===== config.mk =====
export PLATFORM = sky130hd
export DESIGN_NAME = led_display_row_driver
export DESIGN_NICKNAME = d
export VERILOG_FILES = /design/src/rtl/led_display_row_driver_pkg.sv /design/src/rtl/led_display_hub_shifter.sv /design/src/rtl/led_display_row_driver.sv
export SDC_FILE = /design/constraint.sdc
export NUM_CORES = 1
export LEC_CHECK = 0
export CAP_MARGIN = 20
export CORE_MARGIN = 5
export CORE_UTILIZATION = 46
export DETAILED_ROUTE_END_ITERATION = 8
export PLACE_DENSITY = 0.79
export SYNTH_ARGS = -nofsm -noshare
export SYNTH_HDL_FRONTEND = slang
export SYNTH_SLANG_ARGS = --single-unit

===== constraint.sdc =====
create_clock -name clk_in -period 3.29 [get_ports clk_in]
set_clock_uncertainty 0.1 [all_clocks]
set_input_delay 0.987 -clock clk_in [delete_from_list [all_inputs] [get_ports clk_in]]
set_output_delay 0.987 -clock clk_in [all_outputs]
set_load 0.02 [all_outputs]

===== src/rtl/led_display_row_driver_pkg.sv =====
// Shared types for the LED panel row path: the row bundle handed from
// the frame source to the panel driver, the HUB75 pin bundle and sizes.
package led_display_row_driver_pkg;

   localparam int GL_NUM_COL_PIXELS = 32;
   localparam int GL_NUM_ROW_PIXELS = 32;
   localparam int GL_ROW_ADDR_W     = 4;

   typedef struct packed {
      logic [GL_NUM_COL_PIXELS-1:0] red;
      logic [GL_NUM_COL_PIXELS-1:0] green;
      logic [GL_NUM_COL_PIXELS-1:0] blue;
   } rgb_half_t;

   // One panel scan line: top half row and the matching bottom half row.
   typedef struct packed {
      rgb_half_t top;
      rgb_half_t bot;
   } rgb_row_t;

   localparam int GL_RGB_ROW_W = $bits(rgb_row_t);

   typedef struct packed {
      logic                     r1;
      logic                     g1;
      logic                     b1;
      logic                     r2;
      logic                     g2;
      logic                     b2;
      logic                     clk;
      logic                     lat;
      logic                     oe_n;
      logic [GL_ROW_ADDR_W-1:0] addr;
   } hub75_t;

   typedef enum logic [2:0] {
      ST_IDLE,
      ST_SHIFT,
      ST_BLANK,
      ST_LATCH,
      ST_DISPLAY
   } row_state_e;

   function automatic int gl_max3(input int a, input int b, input int c);
      int m;
      m = (a > b) ? a : b;
      return (m > c) ? m : c;
   endfunction

endpackage


===== src/rtl/led_display_hub_shifter.sv =====
// Serialises one captured row onto the six HUB75 colour pins, MSB column
// first, with CLK_DIV sys clocks per shift-clock half period.
// Ports: clk_in/reset_in (sync, high), start_in + row_in load a row,
//   hub_*_out colour data and shift clock, done_out in last shift cycle.
module led_display_hub_shifter
   import led_display_row_driver_pkg::*;
#(
   parameter int CLK_DIV = 2
) (
   input  logic     clk_in,
   input  logic     reset_in,
   input  logic     start_in,
   input  rgb_row_t row_in,
   output logic     hub_r1_out,
   output logic     hub_g1_out,
   output logic     hub_b1_out,
   output logic     hub_r2_out,
   output logic     hub_g2_out,
   output logic     hub_b2_out,
   output logic     hub_clk_out,
   output logic     done_out
);

   localparam int DIV_W = $clog2(CLK_DIV + 1);
   localparam int BIT_W = $clog2(GL_NUM_COL_PIXELS);
   localparam logic [DIV_W-1:0] DIV_LAST = DIV_W'(CLK_DIV - 1);
   localparam logic [BIT_W-1:0] BIT_LAST = BIT_W'(GL_NUM_COL_PIXELS - 1);

   rgb_row_t         row_q;
   logic             busy_q;
   logic             clk_q;
   logic [DIV_W-1:0] div_q;
   logic [BIT_W-1:0] bit_q;
   logic             phase_end;

   assign phase_end = busy_q && (div_q == DIV_LAST);

   // The column index only moves at the end of a high phase, so the
   // pins change together with the falling shift-clock edge.
   always_ff @(posedge clk_in) begin
      if (reset_in) begin
         row_q  <= '0;
         busy_q <= 1'b0;
         clk_q  <= 1'b0;
         div_q  <= '0;
         bit_q  <= '0;
      end else if (start_in) begin
         row_q  <= row_in;
         busy_q <= 1'b1;
         clk_q  <= 1'b0;
         div_q  <= '0;
         bit_q  <= BIT_LAST;
      end else if (busy_q) begin
         if (phase_end) begin
            div_q <= '0;
            clk_q <= !clk_q;
            if (clk_q) begin
               if (bit_q == '0) begin
                  busy_q <= 1'b0;
               end else begin
                  bit_q <= bit_q - 1'b1;
               end
            end
         end else begin
            div_q <= div_q + 1'b1;
         end
      end
   end

   assign done_out    = phase_end && clk_q && (bit_q == '0);
   assign hub_clk_out = clk_q;
   assign hub_r1_out  = row_q.top.red[bit_q];
   assign hub_g1_out  = row_q.top.green[bit_q];
   assign hub_b1_out  = row_q.top.blue[bit_q];
   assign hub_r2_out  = row_q.bot.red[bit_q];
   assign hub_g2_out  = row_q.bot.green[bit_q];
   assign hub_b2_out  = row_q.bot.blue[bit_q];

endmodule


===== src/rtl/led_display_row_driver.sv =====
// Panel-side row consumer: takes one row per valid/ready handshake and
// drives HUB75 shift/blank/latch/display timing for it.
// Ports: clk_in, reset_in (sync, high); row_in/row_address_in/row_valid_in/
//   row_ready_out handshake; hub_* panel pins; row_done_out end-of-row pulse.
module led_display_row_driver
   import led_display_row_driver_pkg::*;
#(
   parameter int CLK_DIV        = 2,
   parameter int BLANK_CYCLES   = 4,
   parameter int LATCH_CYCLES   = 2,
   parameter int DISPLAY_CYCLES = 256,
   parameter bit SIMULATION     = 1'b0
) (
   input  logic                     clk_in,
   input  logic                     reset_in,
   input  logic [GL_RGB_ROW_W-1:0]  row_in,
   input  logic [GL_ROW_ADDR_W-1:0] row_address_in,
   input  logic                     row_valid_in,
   output logic                     row_ready_out,
   output logic                     hub_r1_out,
   output logic                     hub_g1_out,
   output logic                     hub_b1_out,
   output logic                     hub_r2_out,
   output logic                     hub_g2_out,
   output logic                     hub_b2_out,
   output logic                     hub_clk_out,
   output logic                     hub_lat_out,
   output logic                     hub_oe_n_out,
   output logic [GL_ROW_ADDR_W-1:0] hub_addr_out,
   output logic                     row_done_out
);

   localparam int DISP_EFF = SIMULATION ? 16 : DISPLAY_CYCLES;
   localparam int T_MAX =
      gl_max3(BLANK_CYCLES, LATCH_CYCLES, DISP_EFF);
   localparam int T_W = $clog2(T_MAX + 1);
   localparam logic [T_W-1:0] BLANK_LAST = T_W'(BLANK_CYCLES - 1);
   localparam logic [T_W-1:0] LATCH_LAST = T_W'(LATCH_CYCLES - 1);
   localparam logic [T_W-1:0] DISP_LAST  = T_W'(DISP_EFF - 1);

   generate
      if (CLK_DIV < 1 || BLANK_CYCLES < 1 ||
          LATCH_CYCLES < 1 || DISPLAY_CYCLES < 1) begin : g_bad_cfg
         $error("led_display_row_driver: timing params must be >= 1");
      end
   endgenerate

   row_state_e               state_q;
   row_state_e               state_d;
   logic [T_W-1:0]           tmr_q;
   logic [GL_ROW_ADDR_W-1:0] addr_cap_q;
   logic [GL_ROW_ADDR_W-1:0] addr_pin_q;
   logic                     ready_en_q;
   logic                     take;
   logic                     timed;
   logic                     shift_done;
   hub75_t                   pins;
   logic                     sh_r1, sh_g1, sh_b1;
   logic                     sh_r2, sh_g2, sh_b2;
   logic                     sh_clk;

   assign take  = row_valid_in && row_ready_out;
   assign timed = (state_q == ST_BLANK) || (state_q == ST_LATCH) ||
                  (state_q == ST_DISPLAY);

   led_display_hub_shifter #(
      .CLK_DIV (CLK_DIV)
   ) u_shifter (
      .clk_in      (clk_in),
      .reset_in    (reset_in),
      .start_in    (take),
      .row_in      (rgb_row_t'(row_in)),
      .hub_r1_out  (sh_r1),
      .hub_g1_out  (sh_g1),
      .hub_b1_out  (sh_b1),
      .hub_r2_out  (sh_r2),
      .hub_g2_out  (sh_g2),
      .hub_b2_out  (sh_b2),
      .hub_clk_out (sh_clk),
      .done_out    (shift_done)
   );

   // ready_en_q keeps ready low for the first cycle out of reset.
   always_ff @(posedge clk_in) begin
      if (reset_in) begin
         state_q    <= ST_IDLE;
         tmr_q      <= '0;
         addr_cap_q <= '0;
         addr_pin_q <= '0;
         ready_en_q <= 1'b0;
      end else begin
         state_q    <= state_d;
         ready_en_q <= 1'b1;
         if (timed && (state_q == state_d)) begin
            tmr_q <= tmr_q + 1'b1;
         end else begin
            tmr_q <= '0;
         end
         if (take) begin
            addr_cap_q <= row_address_in;
         end
         if (state_q == ST_SHIFT && state_d == ST_BLANK) begin
            addr_pin_q <= addr_cap_q;
         end
      end
   end

   always_comb begin
      state_d = state_q;
      unique case (state_q)
         ST_IDLE:    if (take) state_d = ST_SHIFT;
         ST_SHIFT:   if (shift_done) state_d = ST_BLANK;
         ST_BLANK:   if (tmr_q == BLANK_LAST) state_d = ST_LATCH;
         ST_LATCH:   if (tmr_q == LATCH_LAST) state_d = ST_DISPLAY;
         ST_DISPLAY: if (tmr_q == DISP_LAST) state_d = ST_IDLE;
         default:    state_d = ST_IDLE;
      endcase
   end

   always_comb begin
      pins          = '0;
      pins.oe_n     = 1'b1;
      pins.r1       = sh_r1;
      pins.g1       = sh_g1;
      pins.b1       = sh_b1;
      pins.r2       = sh_r2;
      pins.g2       = sh_g2;
      pins.b2       = sh_b2;
      pins.clk      = sh_clk;
      pins.addr     = addr_pin_q;
      row_ready_out = 1'b0;
      row_done_out  = 1'b0;
      unique case (state_q)
         ST_IDLE:  row_ready_out = ready_en_q;
         ST_LATCH: pins.lat = 1'b1;
         ST_DISPLAY: begin
            pins.oe_n    = 1'b0;
            row_done_out = (tmr_q == DISP_LAST);
         end
         default: ;
      endcase
   end

   assign hub_r1_out   = pins.r1;
   assign hub_g1_out   = pins.g1;
   assign hub_b1_out   = pins.b1;
   assign hub_r2_out   = pins.r2;
   assign hub_g2_out   = pins.g2;
   assign hub_b2_out   = pins.b2;
   assign hub_clk_out  = pins.clk;
   assign hub_lat_out  = pins.lat;
   assign hub_oe_n_out = pins.oe_n;
   assign hub_addr_out = pins.addr;

endmodule


==> reports/qor.csv, run 1 <==
metric;value;unit
status;finished, violations left;
violated checks;negative setup slack;
Hold Path Origin;u_shifter.row_q[28];
final antenna-violating net count;0;
CP Capture Type;primary output;
count of TritonRoute iterations in the first routing pass;5;
Clock Sinks;222;
flop and latch count out of synthesis;222;
highest net fanout along the worst path;8;
setup ws final;-0.452;ns
placed inst area;11700;µm²
CTS H-tree lvls;1;
maximum root-to-sink buffer count;3;
distinct cell type count of the synthesized netlist;36;
width of the chip;152;µm
Port Buffer Count;213;
DRC;0;
net total in the final layout;1452;
most frequent cells in the layout;398 x sky130_fd_sc_hd__nand2_1, 219 x sky130_fd_sc_hd__dfxtp_1, 205 x sky130_fd_sc_hd__a21oi_1, 205 x sky130_fd_sc_hd__clkdlybuf4s50_1, 60 x sky130_fd_sc_hd__mux4_2;
r2r endpoint;tmr_q[2];
ratio of routed vias to standard cells;5.25;
worst min path class;reg -> reg;
worst max-slew margin expressed relative to the limit;47.6;%
area of the mapped netlist;9340;µm²
routability-driven placement congestion ratio;0.805;
pre-CTS setup slack;-0.262;ns
EDFF count, synth;0;
clock-pin slew reported for the worst setup and hold paths after clock tree synthesis;0.06;ns
data arrival time at the worst-slack endpoint;2.66;ns
depth of the worst register-to-register path;7;
estimated wirelength of the detail-placed design;17.4;mm
violation count after the first detailed-routing iteration;409;
Finished Cell Area;12700;µm²
share of the yosys chip area belonging to registers;47.6;%
height of the chip;152;µm
cells after synthesis;1066;
ys flop type;sky130_fd_sc_hd__dfxtp_1;
Worst R2R Setup Slack;0.78;ns
global-route usage over all layers;20.5;%
ratio of cells with drive above 1 in the final layout;12.0;%
data required time of the critical path;2.20;ns
CTS tree;built;
boundary pin count;214;
MaxCap Viol Count;0;
commonest non-fill, non-tap cell in the layout;sky130_fd_sc_hd__nand2_1;
global-route wire length before repair;40.4;mm
final hold violation count;0;
number of hold buffers added after CTS;0;
wire length after detailed routing;24.9;mm
Yosys warning count;0;
average routed wire per standard cell;16.2;µm
vias post-DR;8056;
Mapped Avg Cell Area;8.76;µm²
Ant. Diodes;0;
clock latency of the later-clocked register in the worst-skew pair;0.51;ns
critical path launch point type;flop;
root buffer selected by CTS;sky130_fd_sc_hd__clkbuf_16;
setup repair after global routing missed its margin;yes;
Cells on Worst Hold Path;2;
transition time at the pin with the least slew margin;0.785;ns
final-report max-slew violation count;0;
worst vdd ir;0.000313;V
area overhead of the layout relative to synthesis;35.6;%
achievable clock frequency;0.267;GHz
TritonCTS Buffers;24;
Placement Rows;52;
reg2reg start;u_shifter.bit_q[1];
GR Overflow Total;0;
number of nets produced by synthesis;1270;
area of the die;23300;µm²
maximum number of pins on one net before global-route repair;99;
period utilisation layout;114;%
async set-or-reset flop fraction in the synthesized netlist;0;%
core box area;20100;µm²
WS Path Type;reg -> out;
final setup violating endpoints;6;
initial antenna violation count;0;
via count of the first global-routing pass;8198;
Static Leak;4.52;nW
total power density per cell area;505;nW/µm²
endpoint with the worst hold slack;u_shifter.row_q[28];
Min Clock Period, post-route;3.74;ns
starting utilization of the core area;46.5;%
-- power breakdown --
group          internal, mW  total, mW  switching [mW]  leakage, nW
Clock                  1.58       2.65            1.08        0.392
Combinational         0.479      0.843           0.364         2.31
Sequential             2.81       2.90          0.0817         1.81
Total                  4.87       6.39            1.52         4.52
-- state kept, by name, summed over array words and instances, names as in the netlist --
signal and cells:
addr_cap_q 4, hub_addr_out 4, ready_en_q 1, state_q 3, tmr_q 9, u_shifter.bit_q 5, u_shifter.busy_q 1, u_shifter.div_q 2
u_shifter.hub_clk_out 1, u_shifter.row_q 192
-- Yosys cell counts, types with 2 or more instances --
cell / number / area, µm²
sky130_fd_sc_hd__nand2_1: 399 / 1500
sky130_fd_sc_hd__dfxtp_1: 222 / 4440
sky130_fd_sc_hd__a21oi_1: 205 / 1030
sky130_fd_sc_hd__mux4_2: 60 / 1350
sky130_fd_sc_hd__clkbuf_1: 57 / 214
sky130_fd_sc_hd__buf_2: 24 / 120
sky130_fd_sc_hd__nor2_1: 16 / 60.1
sky130_fd_sc_hd__nand3_1: 10 / 50.1
sky130_fd_sc_hd__nor3_1: 9 / 45.0
sky130_fd_sc_hd__xor2_1: 8 / 70.1
sky130_fd_sc_hd__mux2_2: 6 / 67.6
sky130_fd_sc_hd__buf_4: 5 / 37.5
sky130_fd_sc_hd__ha_1: 5 / 62.6
sky130_fd_sc_hd__inv_1: 5 / 18.8
sky130_fd_sc_hd__mux2i_1: 4 / 40.0
sky130_fd_sc_hd__xnor2_1: 4 / 35.0
sky130_fd_sc_hd__and3_1: 3 / 18.8
sky130_fd_sc_hd__nand4_1: 3 / 18.8
sky130_fd_sc_hd__buf_1: 2 / 7.51
sky130_fd_sc_hd__nor4_1: 2 / 12.5
sky130_fd_sc_hd__or4b_2: 2 / 20.0
-- final cells by class --
| type | count | area (µm²) |
|---|---|---|
| fill | 1644 | 7440 |
| multi-input combinational | 751 | 4520 |
| sequential | 222 | 4450 |
| timing repair buffer | 244 | 2550 |
| clock buffer | 35 | 712 |
| tap | 270 | 338 |
| clock inverter | 8 | 78.8 |
| inverter | 5 | 18.8 |
-- layer usage --
| metal | global-route usage (%) | share of wire [%] | vias to the layer above | wire [µm] |
|---|---|---|---|---|
| li1 | - | - | 3959 | - |
| met1 | 26.4 | 42 | 3819 | 10400 |
| met2 | 35.6 | 50 | 244 | 12400 |
| met3 | 4.40 | 6.8 | 34 | 1680 |
| met4 | 4.84 | 1.7 | 0 | 430 |
| met5 | 0 | 0 | - | 0 |
-- metrics by stage --
stage / TNS [ns] / power [mW] / util, % / hold slack, ns / instances
after floorplan: 0 / 3.37 / - / 0.324 / 1066
after CTS: -2.56 / 6.44 / 63.1 / 0.353 / 1536
after detailed placement: -1.37 / 3.77 / 58.4 / 0.344 / 1487
after global placement: -1.31 / 3.75 / 58.4 / 0.341 / 1487
final: -2.32 / 6.39 / 63.0 / 0.351 / 1535
after global routing: -2.76 / 6.65 / 63.0 / 0.368 / 1535
-- what timing repair did --
| action | CTS | global route |
|---|---|---|
| setup buffers | 4 | 0 |
| cloned | 2 | 0 |
| resized for setup | 43 | 5 |
| endpoints found under the setup margin | 7 | 7 |
-- worst max path at each step --
| stage | endpoint | start | slack (ns) |
|---|---|---|---|
| 5_1_grt | hub_r1_out | u_shifter.bit_q[1] | -0.51 |
| 4_1_cts | hub_r1_out | u_shifter.bit_q[1] | -0.47 |
| 3_5_place_dp | hub_g1_out | u_shifter.bit_q[1] | -0.26 |
| 2_1_floorplan | hub_b1_out | u_shifter.bit_q[1] | 0.28 |
| 6_report | hub_r1_out | u_shifter.bit_q[1] | -0.45 |
| 3_3_place_gp | hub_g1_out | u_shifter.bit_q[1] | -0.25 |
-- worst max-delay path, cell delays in order, from the launching register on --
cell and delay, ns:
sky130_fd_sc_hd__dfxtp_4 0.49, sky130_fd_sc_hd__buf_12 0.18, sky130_fd_sc_hd__buf_12 0.10, sky130_fd_sc_hd__mux4_2 0.49, sky130_fd_sc_hd__mux4_2 0.47, sky130_fd_sc_hd__mux2_4 0.29, sky130_fd_sc_hd__buf_6 0.13
-- kinds of logic after synthesis --
logic type,count (synthesis),share of synthesized area [%]
xor gates and xnor gates,12,1.13
buffers and inverters,93,4.26
adders and majority gates,5,0.670
muxes,70,15.6
and+or+nand+nor,453,19.3
DFF,222,47.6
AOI/OAI and AO/OA,211,11.5
No activity file was read; power rests on OpenSTA's default activity.
==> run 2: changes to the inputs <==
--- a/config.mk
+++ b/config.mk
@@ -5,10 +5,12 @@
 export SDC_FILE = /design/constraint.sdc
 export NUM_CORES = 1
 export LEC_CHECK = 0
+export ABC_AREA = 1
 export CAP_MARGIN = 20
 export CORE_MARGIN = 5
 export CORE_UTILIZATION = 46
 export DETAILED_ROUTE_END_ITERATION = 8
+export GPL_TIMING_DRIVEN = 0
 export PLACE_DENSITY = 0.79
 export SYNTH_ARGS = -nofsm -noshare
 export SYNTH_HDL_FRONTEND = slang
==> run 2 against run 1 <==
Non-clock buffer count rose by 73; cell area rose by 4.2%; global-route usage rose by 6.5 points; register-to-register slack improved by 0.29 ns; worst setup slack improved by 0.49 ns; die area rose by 4.5%; maximum frequency rose by 15%; area after synthesis rose by 4.8%; the flow finishes with violations (design-rule violations); flip-flop and latch count did not move; sequential share of layout area fell by 1.5 points; worst hold slack got worse by 0.0095 ns; largest cell class is now flip-flops and latches; sequential power rose by 2%.
==> reports/qor.csv, run 2 <==
metric;value;unit;change
status;finished, violations left;;unchanged
violated checks;design-rule violations;;was negative setup slack
height of the chip;156;µm;was 152 µm
Yosys warning count;0;;unchanged
CTS H-tree lvls;1;;unchanged
DRC;1;;was 0
TritonCTS Buffers;23;;was 24
width of the chip;156;µm;was 152 µm
via count of the first global-routing pass;9795;;was 8198
vias post-DR;10500;;was 8056
maximum root-to-sink buffer count;3;;unchanged
worst-path cell chain;nor2_2, clkbuf_2, nand2_1, nand4_1, nand2_1, inv_1, buf_2;;was buf_12, buf_12, mux4_2, mux4_2, mux2_4, buf_6
estimated wirelength of the detail-placed design;24.6;mm;was 17.4 mm
r2r endpoint;hub_addr_out[1];;was tmr_q[2]
total power after layout;6.77;mW;was 6.39 mW
count of TritonRoute iterations in the first routing pass;9;;was 5
area share of the largest cell type after synthesis;45.4;%;was 47.6%
Ant. Diodes;0;;unchanged
final setup violating endpoints;0;;was 6
Clock Sinks;222;;unchanged
net total in the final layout;1805;;was 1452
routability-driven placement congestion ratio;0.950;;was 0.805
cell repeated most along the worst path;sky130_fd_sc_hd__nand2_1;;
maximum number of pins on one net before global-route repair;14;;was 99
transition time at the pin with the least slew margin;0.809;ns;was 0.785 ns
number of hold buffers added after CTS;0;;unchanged
ranking of synthesized cells by instance count;263 x sky130_fd_sc_hd__o21ai_0, 259 x sky130_fd_sc_hd__nor2_1, 222 x sky130_fd_sc_hd__dfxtp_1, 137 x sky130_fd_sc_hd__a21oi_1, 121 x sky130_fd_sc_hd__inv_1;;was 399 x sky130_fd_sc_hd__nand2_1, 222 x sky130_fd_sc_hd__dfxtp_1, 205 x sky130_fd_sc_hd__a21oi_1, 60 x sky130_fd_sc_hd__mux4_2, 57 x sky130_fd_sc_hd__clkbuf_1
final hold violation count;0;;unchanged
violation count after the first detailed-routing iteration;1279;;was 409
top-count cell post-synth;sky130_fd_sc_hd__o21ai_0;;was sky130_fd_sc_hd__nand2_1
highest net fanout along the worst path;10;;was 8
EDFF count, synth;0;;unchanged
ys flop type;sky130_fd_sc_hd__dfxtp_1;;unchanged
data required time of the critical path;2.20;ns;about the same
Port Buffer Count;213;;unchanged
area overhead of the layout relative to synthesis;34.9;%;was 35.6%
distinct cell type count of the synthesized netlist;30;;was 36
WS Path Type;reg -> out;;unchanged
number of nets produced by synthesis;1566;;was 1270
data arrival time at the worst-slack endpoint;2.17;ns;was 2.66 ns
depth of the worst register-to-register path;10;;was 7
flip-flop count of the largest register after layout;192;;unchanged
largest cells by area after synthesis;sky130_fd_sc_hd__dfxtp_1 45%, sky130_fd_sc_hd__o21ai_0 13%, sky130_fd_sc_hd__nor2_1 9.9%;;was sky130_fd_sc_hd__dfxtp_1 48%, sky130_fd_sc_hd__nand2_1 16%, sky130_fd_sc_hd__mux4_2 14%
maximum cell stage delay along the critical path;0.40;ns;was 0.49 ns
accumulated negative setup slack;0;ns;was -2.32 ns
area of the die;24300;µm²;was 23300 µm²
worst max-slew margin expressed relative to the limit;46.0;%;was 47.6%
worst vdd ir;0.000347;V;was 0.000313 V
ratio of cells with drive above 1 in the final layout;8.47;%;was 12.0%
core box area;21000;µm²;was 20100 µm²
ratio of routed vias to standard cells;5.55;;was 5.25
Placement Rows;53;;was 52
CP Capture Type;primary output;;unchanged
Static Leak;5.28;nW;was 4.52 nW
Min Clock Period, post-route;3.26;ns;was 3.74 ns
Fill cells;1845;;was 1644
final-report max-slew violation count;0;;unchanged
Mapped Avg Cell Area;7.19;µm²;was 8.76 µm²
global-route wire length before repair;51.8;mm;was 40.4 mm
Top Registers;u_shifter.row_q x192, tmr_q x9, u_shifter.bit_q x5;;unchanged
Critical-path top delay cell;sky130_fd_sc_hd__clkbuf_2;;was sky130_fd_sc_hd__dfxtp_4
starting utilization of the core area;46.7;%;was 46.5%
flop and latch count out of synthesis;222;;unchanged
critical path launch point type;flop;;unchanged
final antenna-violating net count;0;;unchanged
GR Overflow Total;0;;unchanged
boundary pin count;214;;unchanged
clock latency of the later-clocked register in the worst-skew pair;0.52;ns;was 0.51 ns
cells after synthesis;1362;;was 1066
reg2reg start;u_shifter.bit_q[1];;unchanged
achievable clock frequency;0.307;GHz;was 0.267 GHz
average routed wire per standard cell;18.5;µm;was 16.2 µm
wire length after detailed routing;35.0;mm;was 24.9 mm
root buffer selected by CTS;sky130_fd_sc_hd__clkbuf_16;;unchanged
pre-CTS setup slack;-0.199;ns;was -0.262 ns
share of the yosys chip area belonging to registers;45.4;%;was 47.6%
MaxCap Viol Count;0;;unchanged
total power density per cell area;513;nW/µm²;was 505 nW/µm²
global-route usage over all layers;27.0;%;was 20.5%
worst min path class;reg -> reg;;unchanged
CTS tree;built;;unchanged
area of the mapped netlist;9790;µm²;was 9340 µm²
setup ws final;0.0342;ns;was -0.452 ns
Cells on Worst Hold Path;1;;was 2
Biggest register;u_shifter.row_q;;unchanged
async set-or-reset flop fraction in the synthesized netlist;0;%;unchanged
commonest non-fill, non-tap cell in the layout;sky130_fd_sc_hd__o21ai_0;;was sky130_fd_sc_hd__nand2_1
crit path launch;u_shifter.bit_q[3];;was u_shifter.bit_q[1]
clock-pin slew reported for the worst setup and hold paths after clock tree synthesis;0.06;ns;about the same
initial antenna violation count;0;;unchanged
Worst R2R Setup Slack;1.07;ns;was 0.78 ns
Worst Hold Margin;0.342;ns;was 0.351 ns
most frequent cells in the layout;259 x sky130_fd_sc_hd__o21ai_0, 258 x sky130_fd_sc_hd__nor2_1, 220 x sky130_fd_sc_hd__dfxtp_1;;was 398 x sky130_fd_sc_hd__nand2_1, 219 x sky130_fd_sc_hd__dfxtp_1, 205 x sky130_fd_sc_hd__a21oi_1, 205 x sky130_fd_sc_hd__clkdlybuf4s50_1, 60 x sky130_fd_sc_hd__mux4_2
cell taking the most area after synthesis;sky130_fd_sc_hd__dfxtp_1;;unchanged
destination of the critical timing path;hub_g1_out;;was hub_r1_out
period utilisation layout;99.0;%;was 114%
run 2: cell types whose count changed in the layout (fill, tap and decap cells not counted), sizes merged, moves of 5 or more:
cell / previous run / this run
a21oi: 205 / 146
buf: 38 / 58
clkbuf: 35 / 88
inv: 5 / 127
mux2: 6 / 0
mux4: 60 / 0
nand2: 399 / 112
nand3: 10 / 46
nor2: 16 / 264
nor3: 9 / 4
o211ai: 0 / 46
o21ai: 1 / 267
run 2: layout make-up:
| class | instances | area (µm²) | share of cell area, % |
|---|---|---|---|
| buffer | 103 | 706 | 5.35 |
| clock inverter | 6 | 61.3 | 0.464 |
| inverter | 127 | 483 | 3.66 |
| clock buffer | 35 | 701 | 5.31 |
| tap | 275 | 344 | 2.61 |
| timing repair buffer | 214 | 2110 | 16.0 |
| sequential | 222 | 4450 | 33.7 |
| multi-input combinational | 910 | 4350 | 33.0 |
run 2: timing repair:
item,in CTS,in global routing
cloned,0,0
pin swaps,1,2
resized for setup,84,26
setup endpoints to repair,7,7
setup buffers,0,1
run 2: critical path, delay by kind of cell (launching register included):
kind	cells	cell delay, ns
buf+inv	3	0.63
simple gates	4	0.62
flops	1	0.39
run 2: logic make-up (layout without fill, tap and decap cells):
group                    count (synthesis)  in the layout  synth area share (%)
AO/OA/AOI/OAI                          463            463                  25.3
AND/OR/NAND/NOR                        435            435                  17.8
buffers and inverters                  230            485                  10.3
flip-flops                             222            222                  45.4
XOR/XNOR                                 7              7                 0.626
adder cells (fa/ha/maj)                  5              5                 0.639
run 2: worst min-delay path by stage:
stage                                 to                 start
CTS                   u_shifter.div_q[1]    u_shifter.div_q[1]
detailed placement    u_shifter.div_q[1]    u_shifter.div_q[1]
global placement      u_shifter.div_q[1]    u_shifter.div_q[1]
floorplan             u_shifter.div_q[1]    u_shifter.div_q[1]
global route        u_shifter.row_q[112]  u_shifter.row_q[112]
finish                          tmr_q[0]              tmr_q[0]
run 2: metrics by stage:
stage / cell area [µm²] / instances / util, %
2_1_floorplan: 9790 / 1362 / -
6_report: 13200 / 1892 / 63.0
4_1_cts: 13200 / 1891 / 62.8
5_1_grt: 13200 / 1892 / 63.0
3_3_place_gp: 12300 / 1850 / 58.5
3_5_place_dp: 12300 / 1850 / 58.5
run 2: report_power, final:
group	internal, mW	total (mW)	switching [mW]
registers	2.87	2.96	0.0862
clock network	1.54	2.63	1.08
logic	0.511	1.18	0.673
run 2: routing by layer:
metal	share of wire, %	GRT usage, %
met5	0	0
met4	4.7	12.5
met3	11	3.61
met2	45	43.0
met1	40	36.6
==> run 3: changes to the inputs <==
--- a/config.mk
+++ b/config.mk
@@ -8,10 +8,10 @@
 export ABC_AREA = 1
 export CAP_MARGIN = 20
 export CORE_MARGIN = 5
-export CORE_UTILIZATION = 46
+export CORE_UTILIZATION = 35
 export DETAILED_ROUTE_END_ITERATION = 8
 export GPL_TIMING_DRIVEN = 0
-export PLACE_DENSITY = 0.79
+export PLACE_DENSITY = 0.6
 export SYNTH_ARGS = -nofsm -noshare
 export SYNTH_HDL_FRONTEND = slang
 export SYNTH_SLANG_ARGS = --single-unit
==> run 3 against run 2 <==
The run now ends clean; register-to-register slack better by 0.05 ns; cell area rose by 2.4%; maximum frequency is 1.0% higher; non-clock buffer count grew 2; first-iteration DRC count is 28% lower; global-route usage fell by 4.2 points; routed wire length grew 7.7%; power rose by 3.8%; flip-flop and latch count stayed put; critical path depth increased by 4; combinational power grew 3%; count of clock-buffer cells in the layout is 3 higher; critical endpoint is now hub_b1_out.
==> reports/qor.csv, run 3 (same netlist as run 2, synthesis figures left out) <==
metric;value;unit;change
status;finished, final reports clean;;was finished, violations left
number of hold buffers added after CTS;0;;unchanged
worst max-slew margin expressed relative to the limit;43.4;%;was 46.0%
wire length after detailed routing;37.7;mm;was 35.0 mm
maximum number of pins on one net before global-route repair;13;;was 14
met2 track demand over resource in global routing;37.6;%;was 43.0%
Ant. Diodes;0;;unchanged
violation count after the first detailed-routing iteration;922;;was 1279
routability-driven placement congestion ratio;0.889;;was 0.950
flip-flop count of the largest register after layout;192;;unchanged
Critical-path top delay cell;sky130_fd_sc_hd__dfxtp_1;;was sky130_fd_sc_hd__clkbuf_2
worst min path class;reg -> reg;;unchanged
placed inst area;12400;µm²;was 12300 µm²
data arrival time at the worst-slack endpoint;2.14;ns;was 2.17 ns
Top Usage Layer GRT;met2;;unchanged
average routed wire per standard cell;18.8;µm;was 18.5 µm
width of the chip;177;µm;was 156 µm
commonest non-fill, non-tap cell in the layout;sky130_fd_sc_hd__nor2_1;;was sky130_fd_sc_hd__o21ai_0
pre-CTS setup slack;-0.370;ns;was -0.199 ns
total buffers and inverters traversed by the critical path;5;;was 3
met1 layer usage reported by global route;30.7;%;was 36.6%
global-route wire length before repair;55.1;mm;was 51.8 mm
maximum root-to-sink buffer count;3;;unchanged
GR Overflow Total;0;;unchanged
starting utilization of the core area;35.3;%;was 46.7%
via count of the first global-routing pass;9731;;was 9795
setup ws final;0.0669;ns;was 0.0342 ns
net total in the final layout;1809;;was 1805
Biggest register;u_shifter.row_q;;unchanged
fraction of met3 tracks used by global routing;3.76;%;was 3.61%
final setup violating endpoints;0;;unchanged
highest net fanout along the worst path;10;;unchanged
total power density per cell area;519;nW/µm²;was 513 nW/µm²
CTS tree;built;;unchanged
height of the chip;177;µm;was 156 µm
maximum cell stage delay along the critical path;0.35;ns;was 0.40 ns
Placement Rows;61;;was 53
clock latency of the later-clocked register in the worst-skew pair;0.54;ns;was 0.52 ns
final antenna-violating net count;0;;unchanged
CP Capture Type;primary output;;unchanged
data required time of the critical path;2.20;ns;about the same
CTS H-tree lvls;1;;unchanged
initial antenna violation count;1;;was 0
global-route usage over all layers;22.9;%;was 27.0%
DRC;0;;was 1
setup repair after global routing missed its margin;yes;;
Crit path max-delay family;buffers and inverters;;unchanged
Port Buffer Count;213;;unchanged
WS Path Type;reg -> out;;unchanged
Finished Cell Area;13500;µm²;was 13200 µm²
area overhead of the layout relative to synthesis;38.2;%;was 34.9%
Static Leak;5.36;nW;was 5.28 nW
worst vdd ir;0.000290;V;was 0.000347 V
achievable clock frequency;0.310;GHz;was 0.307 GHz
ratio of routed vias to standard cells;5.07;;was 5.55
total power after layout;7.02;mW;was 6.77 mW
transition time at the pin with the least slew margin;0.848;ns;was 0.809 ns
boundary pin count;214;;unchanged
worst-path cell chain;buf_6, buf_12, buf_12, nand2_1, o211ai_1, nand3_1, nand3_1, nand4_1, nand2_1, inv_1, buf_2;;was nor2_2, clkbuf_2, nand2_1, nand4_1, nand2_1, inv_1, buf_2
area of the die;31400;µm²;was 24300 µm²
TritonCTS Buffers;25;;was 23
clock-pin slew reported for the worst setup and hold paths after clock tree synthesis;0.06;ns;about the same
most frequent cells in the layout;258 x sky130_fd_sc_hd__nor2_1, 257 x sky130_fd_sc_hd__o21ai_0, 220 x sky130_fd_sc_hd__dfxtp_1;;was 259 x sky130_fd_sc_hd__o21ai_0, 258 x sky130_fd_sc_hd__nor2_1, 220 x sky130_fd_sc_hd__dfxtp_1
Top Registers;u_shifter.row_q x192, tmr_q x9, u_shifter.bit_q x5;;unchanged
final hold violation count;0;;unchanged
period utilisation layout;98.0;%;was 99.0%
Min Clock Period, post-route;3.22;ns;was 3.26 ns
ratio of cells with drive above 1 in the final layout;8.63;%;was 8.47%
critical path launch point type;flop;;unchanged
root buffer selected by CTS;sky130_fd_sc_hd__clkbuf_16;;unchanged
Clock Sinks;222;;unchanged
final-report max-slew violation count;0;;unchanged
estimated wirelength of the detail-placed design;26.5;mm;was 24.6 mm
MaxCap Viol Count;0;;unchanged
Fill cells;2813;;was 1845
vias post-DR;10100;;was 10500
core box area;27700;µm²;was 21000 µm²
count of TritonRoute iterations in the first routing pass;6;;was 9
==> run 3: cell types whose count changed in the layout (fill, tap and decap cells not counted), moves of 2 or more <==
cell,delta
sky130_fd_sc_hd__o21ai_0,-2
sky130_fd_sc_hd__buf_8,-2
sky130_fd_sc_hd__clkbuf_1,+2
sky130_fd_sc_hd__clkbuf_2,-4
sky130_fd_sc_hd__buf_12,+6
sky130_fd_sc_hd__clkbuf_16,+4
sky130_fd_sc_hd__o21ai_1,+2
==> run 3: path summary, 6_finish.rpt <==
path,start,to,slack [ns],depth (start not counted)
min,u_shifter.div_q[1],u_shifter.div_q[1],0.34,2
min reg2reg,u_shifter.div_q[1],u_shifter.div_q[1],0.34,2
max,u_shifter.bit_q[0],hub_b1_out,0.07,11
max reg2reg,u_shifter.bit_q[0],state_q[1],1.12,10
==> run 3: where the power goes <==
group          internal (mW)  switching (mW)  total, mW
combinational          0.532           0.686       1.22
sequential              2.87          0.0834       2.96
clock                   1.71            1.14       2.85
==> run 3: cell type report <==
| class | count | area [µm²] | share of cell area [%] |
|---|---|---|---|
| sequential | 222 | 4450 | 32.9 |
| clock buffer | 38 | 744 | 5.51 |
| buffer | 103 | 792 | 5.86 |
| timing repair buffer | 216 | 2140 | 15.8 |
| inverter | 127 | 485 | 3.59 |
| tap | 378 | 473 | 3.50 |
| clock inverter | 7 | 91.3 | 0.675 |
| multi-input combinational | 910 | 4350 | 32.2 |
==> run 3: tightest hold or removal path: cells and delay by family (launching register included) <==
kind          cells  cell delay (ns)
flops             1             0.31
buf+inv           1             0.05
simple gates      1             0.04
==> run 3: what timing repair did <==
item / 4_1_cts / 5_1_grt
gates resized for setup: 102 / 34
endpoints found under the setup margin: 7 / 7
pin swaps: 5 / 9
setup buffers: 0 / 1
cloned: 0 / 2
==> run 3: stage by stage <==
step                setup TNS, ns  instances  hold WS, ns  util [%]
CTS                       -0.0435       1998        0.336      48.4
finish                          0       2001        0.337      48.8
global placement            -3.31       1953        0.316      44.7
global route              -0.0708       2001        0.367      48.8
detailed placement          -2.43       1953        0.330      44.7
floorplan                       0       1362        0.309         -
==> run 3: routing by layer <==
metal	part of all wire [%]	wire length [µm]
met4	2.8	1050
met3	9.1	3410
met1	42	16000
met5	0	0
met2	46	17200
